File: src/rtl/pwm_seq_pkg.sv
// Shared types and widths for the PWM pattern sequencer.
// Holds the table entry layout and the high-time computation used at every LOAD.
package pwm_seq_pkg;

    localparam int unsigned CNT_W     = 28;
    localparam int unsigned DUTY_W    = 9;
    localparam int unsigned REP_W     = 8;
    localparam int unsigned STEPS     = 4;
    localparam int unsigned IDX_W     = $clog2(STEPS);
    localparam int unsigned DUTY_FULL = 256;
    localparam int unsigned PROD_W    = CNT_W + DUTY_W;

    typedef enum logic [1:0] {
        IDLE,
        LOAD,
        RUN
    } seq_state_e;

    typedef struct packed {
        logic [CNT_W-1:0]  period;
        logic [DUTY_W-1:0] duty;
        logic [REP_W-1:0]  reps;
    } entry_t;

    // High ticks per period: (period * min(duty, 256)) >> 8, truncated to counter width.
    function automatic logic [CNT_W-1:0] high_ticks(input logic [CNT_W-1:0]  period,
                                                    input logic [DUTY_W-1:0] duty);
        logic [DUTY_W-1:0] duty_c;
        logic [PROD_W-1:0] prod;
        duty_c = (duty > DUTY_W'(DUTY_FULL)) ? DUTY_W'(DUTY_FULL) : duty;
        prod   = PROD_W'(period) * PROD_W'(duty_c);
        return CNT_W'(prod >> 8);
    endfunction

endpackage

File: src/rtl/pwm_core.sv
// PWM counter/compare core: holds period, high time and tick count for the current step.
// led and period_end are registered and precomputed for the tick about to run.
module pwm_core
    import pwm_seq_pkg::*;
(
    input  logic             clock,
    input  logic             reset,
    input  logic             load,
    input  logic             enable,
    input  logic [CNT_W-1:0] period,
    input  logic [CNT_W-1:0] high,
    output logic             period_end,
    output logic             led
);

    logic [CNT_W-1:0] period_q, period_d;
    logic [CNT_W-1:0] high_q, high_d;
    logic [CNT_W-1:0] tick_q, tick_d;
    logic             end_q, end_d;
    logic             led_q, led_d;

    // enable means the next cycle is a running tick; otherwise the counter idles at 0
    always_comb begin
        period_d = period_q;
        high_d   = high_q;
        tick_d   = '0;
        if (load) begin
            period_d = period;
            high_d   = high;
        end else if (enable && !end_q) begin
            tick_d = tick_q + CNT_W'(1);
        end
        led_d = enable && (tick_d < high_d);
        end_d = enable && (tick_d == period_d - CNT_W'(1));
    end

    always_ff @(posedge clock or negedge reset) begin
        if (!reset) begin
            period_q <= '0;
            high_q   <= '0;
            tick_q   <= '0;
            end_q    <= 1'b0;
            led_q    <= 1'b0;
        end else begin
            period_q <= period_d;
            high_q   <= high_d;
            tick_q   <= tick_d;
            end_q    <= end_d;
            led_q    <= led_d;
        end
    end

    assign period_end = end_q;
    assign led        = led_q;

endmodule

File: src/rtl/pwm_pattern_sequencer.sv
// Steps one PWM channel through a programmable table of period/duty/repeat entries.
// Owns the table, the IDLE/LOAD/RUN FSM, the repeat counter and the step/sequence pulses.
module pwm_pattern_sequencer
    import pwm_seq_pkg::*;
(
    input  logic              clock,
    input  logic              reset,
    input  logic              cfg_we,
    input  logic [IDX_W-1:0]  cfg_addr,
    input  logic [CNT_W-1:0]  cfg_period,
    input  logic [DUTY_W-1:0] cfg_duty,
    input  logic [REP_W-1:0]  cfg_repeat,
    input  logic              start,
    input  logic              stop,
    input  logic              loop,
    output logic              busy,
    output logic [IDX_W-1:0]  step_idx,
    output logic              cycle_done,
    output logic              seq_done,
    output logic              led
);

    seq_state_e              state_q, state_d;
    entry_t [STEPS-1:0]      table_q, table_d;
    logic [IDX_W-1:0]        step_idx_q, step_idx_d;
    logic [REP_W-1:0]        rep_q, rep_d;
    logic [REP_W-1:0]        reps_q, reps_d;
    logic                    seq_done_q, seq_done_d;
    logic                    busy_q, busy_d;

    entry_t                  cur_entry;
    logic [CNT_W-1:0]        cur_high;
    logic                    core_load;
    logic                    core_enable;
    logic                    period_end;

    // Table read happens from the registered copy, so a same-cycle write is not seen by LOAD
    assign cur_entry = table_q[step_idx_q];
    assign cur_high  = high_ticks(cur_entry.period, cur_entry.duty);

    always_comb begin
        state_d    = state_q;
        step_idx_d = step_idx_q;
        rep_d      = rep_q;
        reps_d     = reps_q;
        seq_done_d = 1'b0;
        table_d    = table_q;
        if (cfg_we) begin
            table_d[cfg_addr] = {cfg_period, cfg_duty, cfg_repeat};
        end
        unique case (state_q)
            IDLE: begin
                if (start && !stop) begin
                    state_d    = LOAD;
                    step_idx_d = '0;
                end
            end
            LOAD: begin
                if (stop) begin
                    state_d = IDLE;
                end else if (cur_entry.period == '0) begin
                    state_d    = IDLE;
                    seq_done_d = 1'b1;
                end else begin
                    state_d = RUN;
                    rep_d   = '0;
                    reps_d  = cur_entry.reps;
                end
            end
            RUN: begin
                // stop outranks repeat, step advance and sequence completion
                if (stop) begin
                    state_d = IDLE;
                end else if (period_end) begin
                    if (rep_q < reps_q) begin
                        rep_d = rep_q + REP_W'(1);
                    end else if (step_idx_q == IDX_W'(STEPS - 1)) begin
                        if (loop) begin
                            step_idx_d = '0;
                            state_d    = LOAD;
                        end else begin
                            state_d    = IDLE;
                            seq_done_d = 1'b1;
                        end
                    end else begin
                        step_idx_d = step_idx_q + IDX_W'(1);
                        state_d    = LOAD;
                    end
                end
            end
            default: state_d = IDLE;
        endcase
        busy_d = (state_d != IDLE);
    end

    always_ff @(posedge clock or negedge reset) begin
        if (!reset) begin
            state_q    <= IDLE;
            table_q    <= '0;
            step_idx_q <= '0;
            rep_q      <= '0;
            reps_q     <= '0;
            seq_done_q <= 1'b0;
            busy_q     <= 1'b0;
        end else begin
            state_q    <= state_d;
            table_q    <= table_d;
            step_idx_q <= step_idx_d;
            rep_q      <= rep_d;
            reps_q     <= reps_d;
            seq_done_q <= seq_done_d;
            busy_q     <= busy_d;
        end
    end

    assign core_load   = (state_q == LOAD);
    assign core_enable = (state_d == RUN);

    pwm_core u_core (
        .clock      (clock),
        .reset      (reset),
        .load       (core_load),
        .enable     (core_enable),
        .period     (cur_entry.period),
        .high       (cur_high),
        .period_end (period_end),
        .led        (led)
    );

    assign busy       = busy_q;
    assign step_idx   = step_idx_q;
    assign cycle_done = period_end;
    assign seq_done   = seq_done_q;

endmodule

File: config.mk
export PLATFORM = sky130hd
export DESIGN_NAME = pwm_pattern_sequencer
export DESIGN_NICKNAME = d
export VERILOG_FILES = /design/src/rtl/pwm_seq_pkg.sv /design/src/rtl/pwm_core.sv /design/src/rtl/pwm_pattern_sequencer.sv
export SDC_FILE = /design/constraint.sdc
export NUM_CORES = 1
export LEC_CHECK = 0
export ABC_AREA = 1
export CAP_MARGIN = 20
export CORE_UTILIZATION = 40
export CTS_CLUSTER_SIZE = 8
export DETAILED_ROUTE_END_ITERATION = 8
export SLEW_MARGIN = 20
export SYNTH_ARGS = -nofsm -noshare
export SYNTH_HDL_FRONTEND = slang
export SYNTH_SLANG_ARGS = --single-unit
File: constraint.sdc
create_clock -name clock -period 11.58 [get_ports clock]
set_clock_uncertainty 0.1 [all_clocks]
set_input_delay 2.316 -clock clock [delete_from_list [all_inputs] [get_ports clock]]
set_output_delay 2.316 -clock clock [all_outputs]
set_load 0.03 [all_outputs]
==> flow_metrics.py <==
metrics = {
    "outcome": {
        "status": "finished, final reports clean",
    },
    "run": {
        "drv_cap": 0,
    },
    "power_and_ir_drop": {
        "power_frac_seq_pct": 17.3,
        "power_density_nw_per_um2": 312,
        "swShare_pct": 53.2,
        "power.net_switching_mw": 4.14,
        "p_leak_nw": 12.9,
        "ir_drop_uv": 162,
        "p_clk_share_pct": 14.5,
        "combinationalPowerShare_pct": 68.2,
        "internal-power_mw": 3.64,
    },
    "logic_synthesis": {
        "async_flop_share_pct": 100,
        "yosysTopAreaCell": "dfrtp_1",
        "synthFlopType": "dfrtp_1",
        "synth_cell_types": 49,
        "yosys-top-cells-area": "dfrtp_1, fa_1, nand2_1",
        "yosys_warnings": 0,
        "synth_top_cell_area_share_pct": 32.1,
        "avgSynthCellArea_um2": 7.67,
        "synthCells": 2926,
        "synth_nets": 3253,
        "syn_area_um2": 22400,
        "synth_edf_count": 0,
        "ys_seq_area_share_pct": 32.1,
        "synth_seq_cells": 288,
    },
    "detailed_routing": {
        "first_pass_iters": 6,
        "via_count": 18700,
        "routedWlPerCell_um": 17.3,
        "vias_per_cell": 5.06,
        "drc": 0,
        "ant_nets": 0,
        "finalWirelength_mm": 63.9,
        "drtIter0Drc": 1561,
    },
    "clock_tree": {
        "clk_pin_slew_ns": 0.05,
        "cts_resized": 0,
        "tritoncts": "built",
        "cts-root-buf": "clkbuf_16",
        "cts_htree_levels": 2,
        "ctsLongestPathBuffers": 3,
        "clk-insertion-delay-late_ns": 0.59,
        "postCtsSetupBuffers": 0,
        "cts-buffers-inserted": 42,
        "cts_hold_buffers": 0,
        "clock_sinks": 288,
    },
    "sta": {
        "finalSetupViolCount": 0,
        "report.final.hold_viol_count": 0,
        "finalCritPeriodShare_pct": 76.6,
        "setup_ws_ns": 2.71,
        "holdWs_ns": 0.373,
        "slew_viol_final": 0,
        "setup_tns_ns": 0,
        "rsz0062_at_grt": "no",
        "fin_crit_ns": 8.87,
        "worstMarginPinSlew_ns": 0.998,
        "slew_headroom_pct": 33.5,
        "max_freq_ghz": 0.113,
    },
    "grt": {
        "grt_usage_pct": 23.3,
        "grt_start_max_net_pins": 196,
        "first_global_vias": 18700,
        "grt_overflow": 0,
        "grt_pass1_wl_mm": 104,
        "antenna_found_initial": 0,
    },
    "floorplan": {
        "die_y_um": 239,
        "start_util_pct": 40.6,
        "io-pin-count": 59,
        "die_w_um": 239,
        "fp.dieArea_um2": 57100,
        "core_um2": 55300,
        "row_count": 86,
    },
    "worst_setup_path": {
        "worstPathRequired_ns": 11.97,
        "slowest_stage": "nand2_1",
        "cp_common_cell": "nand2_1",
        "end_kind": "flip-flop",
        "cp_max_fo": 72,
        "startpoint_type": "flip-flop",
        "crit_type": "flip-flop to flip-flop",
        "arrival_ns": 9.26,
        "critPathMaxStageDelay_ns": 0.74,
    },
    "place": {
        "dp_hpwl_mm": 46.8,
        "pre_cts_slack_ns": 2.72,
        "portBuffers": 58,
        "gp_congestion": 0.918,
        "numPlacedInstances": 3645,
    },
    "cells_and_area": {
        "fin_util_pct": 45.0,
        "area.growth.synth_to_final_pct": 10.9,
        "nets": 3270,
        "drive_above_1_share_pct": 4.85,
        "fin_cells": 3697,
        "num_antenna_cells": 0,
    },
    "worst_hold_path": {
        "hold_class": "flip-flop to flip-flop",
    },
}
==> path summary, 6_finish.rpt <==
path,depth (start not counted),endpoint,startpoint,slack (ns)
max,32,u_core.led$_DFF_PN0_,step_idx[0]$_DFFE_PN0P_,2.71
min,2,u_core.high_q[24]$_DFF_PN0_,u_core.high_q[24]$_DFF_PN0_,0.37
max reg2reg,32,u_core.led$_DFF_PN0_,step_idx[0]$_DFFE_PN0P_,2.71
min reg2reg,2,u_core.high_q[24]$_DFF_PN0_,u_core.high_q[24]$_DFF_PN0_,0.37
max in group asynchronous,3,table_q[111]$_DFFE_PN0P_,reset,8.20
min in group asynchronous,1,u_core.period_q[9]$_DFF_PN0_,reset,1.68
==> routing by layer <==
| layer | share of wire, % | vias to the layer above | GRT usage [%] |
|---|---|---|---|
| met5 | 0 | - | 0 |
| met4 | 3.1 | 0 | 7.71 |
| met3 | 5.2 | 100 | 2.64 |
| met2 | 45 | 533 | 36.2 |
| met1 | 47 | 9030 | 33.7 |
| li1 | - | 9053 | - |
==> cell usage in the layout, fill, tap and decap left out, drive strengths merged, types with 2 or more instances in the layout <==
master / n
or2: 17
o22ai: 11
o21bai: 5
and2: 2
dfrtp: 288
clkbuf: 45
inv: 484
nand2: 803
a31oi: 5
o21a: 5
fa: 181
buf: 19
nor4: 7
clkinv: 5
nand3: 141
nor3b: 2
clkdlybuf4s50: 57
nand3b: 11
xnor2: 16
nand4: 20
ha: 93
a21boi: 5
a21o: 8
o21ai: 273
xor2: 53
a21oi: 74
nor3: 29
a2111oi: 3
nor2: 279
==> critical path, delay by kind of cell (launching register included) <==
family,cells,cell delay [ns]
AO/OA/AOI/OAI,9,2.22
XOR/XNOR,1,0.21
adder cells (fa/ha/maj),6,2.78
buffers and inverters,4,0.86
flip-flops,1,0.62
AND/OR/NAND/NOR,12,1.94
==> registers in the layout, summed over array words and instances (netlist names), 2 cells and up <==
name             count
u_core.period_q     28
u_core.tick_q       28
state_q              2
table_q            180
rep_q                8
reps_q               8
step_idx             2
u_core.high_q       28
==> stage by stage <==
| step | power [mW] | area (um^2) |
|---|---|---|
| after floorplan | 5.11 | 22400 |
| after global placement | 6.54 | 23600 |
| after detailed placement | 6.60 | 23600 |
| after CTS | 7.78 | 24800 |
| after global routing | 8.59 | 24900 |
| final | 7.77 | 24900 |
==> cells in the mapped netlist, types with 2 or more instances <==
| cell | count |
|---|---|
| xnor2_1 | 16 |
| and2_1 | 2 |
| o21ai_1 | 17 |
| nand2_4 | 3 |
| inv_2 | 16 |
| buf_4 | 3 |
| xor2_1 | 53 |
| a21o_1 | 8 |
| dfrtp_1 | 288 |
| or2_0 | 2 |
| buf_6 | 12 |
| or2_2 | 15 |
| o21ai_0 | 254 |
| clkbuf_1 | 74 |
| nor3_1 | 29 |
| nor3b_1 | 2 |
| a21boi_0 | 4 |
| nand3_1 | 140 |
| o21bai_1 | 5 |
| nor2_1 | 274 |
| nand2_1 | 777 |
| a2111oi_0 | 3 |
| a31oi_1 | 5 |
| nand2_2 | 23 |
| inv_1 | 467 |
| o21a_1 | 5 |
| buf_2 | 9 |
| a21oi_1 | 73 |
| nor4_1 | 7 |
| nand4_1 | 20 |
| nor2_2 | 5 |
| o22ai_1 | 11 |
| buf_1 | 5 |
| ha_1 | 93 |
| o21ai_2 | 2 |
| fa_1 | 181 |
| nand3b_1 | 11 |
==> cell type report <==
| type | instances | area, um^2 |
|---|---|---|
| multi-input cells | 2050 | 13000 |
| clock buffers | 45 | 1060 |
| inverters | 485 | 1820 |
| well taps | 748 | 936 |
| flip-flops and latches | 288 | 7210 |
| clock inverters | 5 | 125 |
| fillers | 5693 | 30400 |
| repair buffers | 76 | 773 |
==> power by group through the flow <==
stage | Combinational [mW] | Sequential (mW) | Clock (mW)
2_1_floorplan | 3.78 | 1.33 | 0
5_1_grt | 6.02 | 1.37 | 1.20
4_1_cts | 5.28 | 1.34 | 1.16
3_3_place_gp | 5.19 | 1.35 | 0
3_5_place_dp | 5.24 | 1.35 | 0
6_report | 5.30 | 1.34 | 1.13
==> cell families after synthesis <==
kind of cell / Yosys count / share of synthesized area, %
AO/OA/AOI/OAI: 395 / 9.42
AND/OR/NAND/NOR: 1312 / 24.1
flip-flops: 288 / 32.1
XOR/XNOR: 69 / 2.69
adder cells (fa/ha/maj): 274 / 21.3
buffers and inverters: 588 / 10.3
Power figures use the tool's default switching activity.
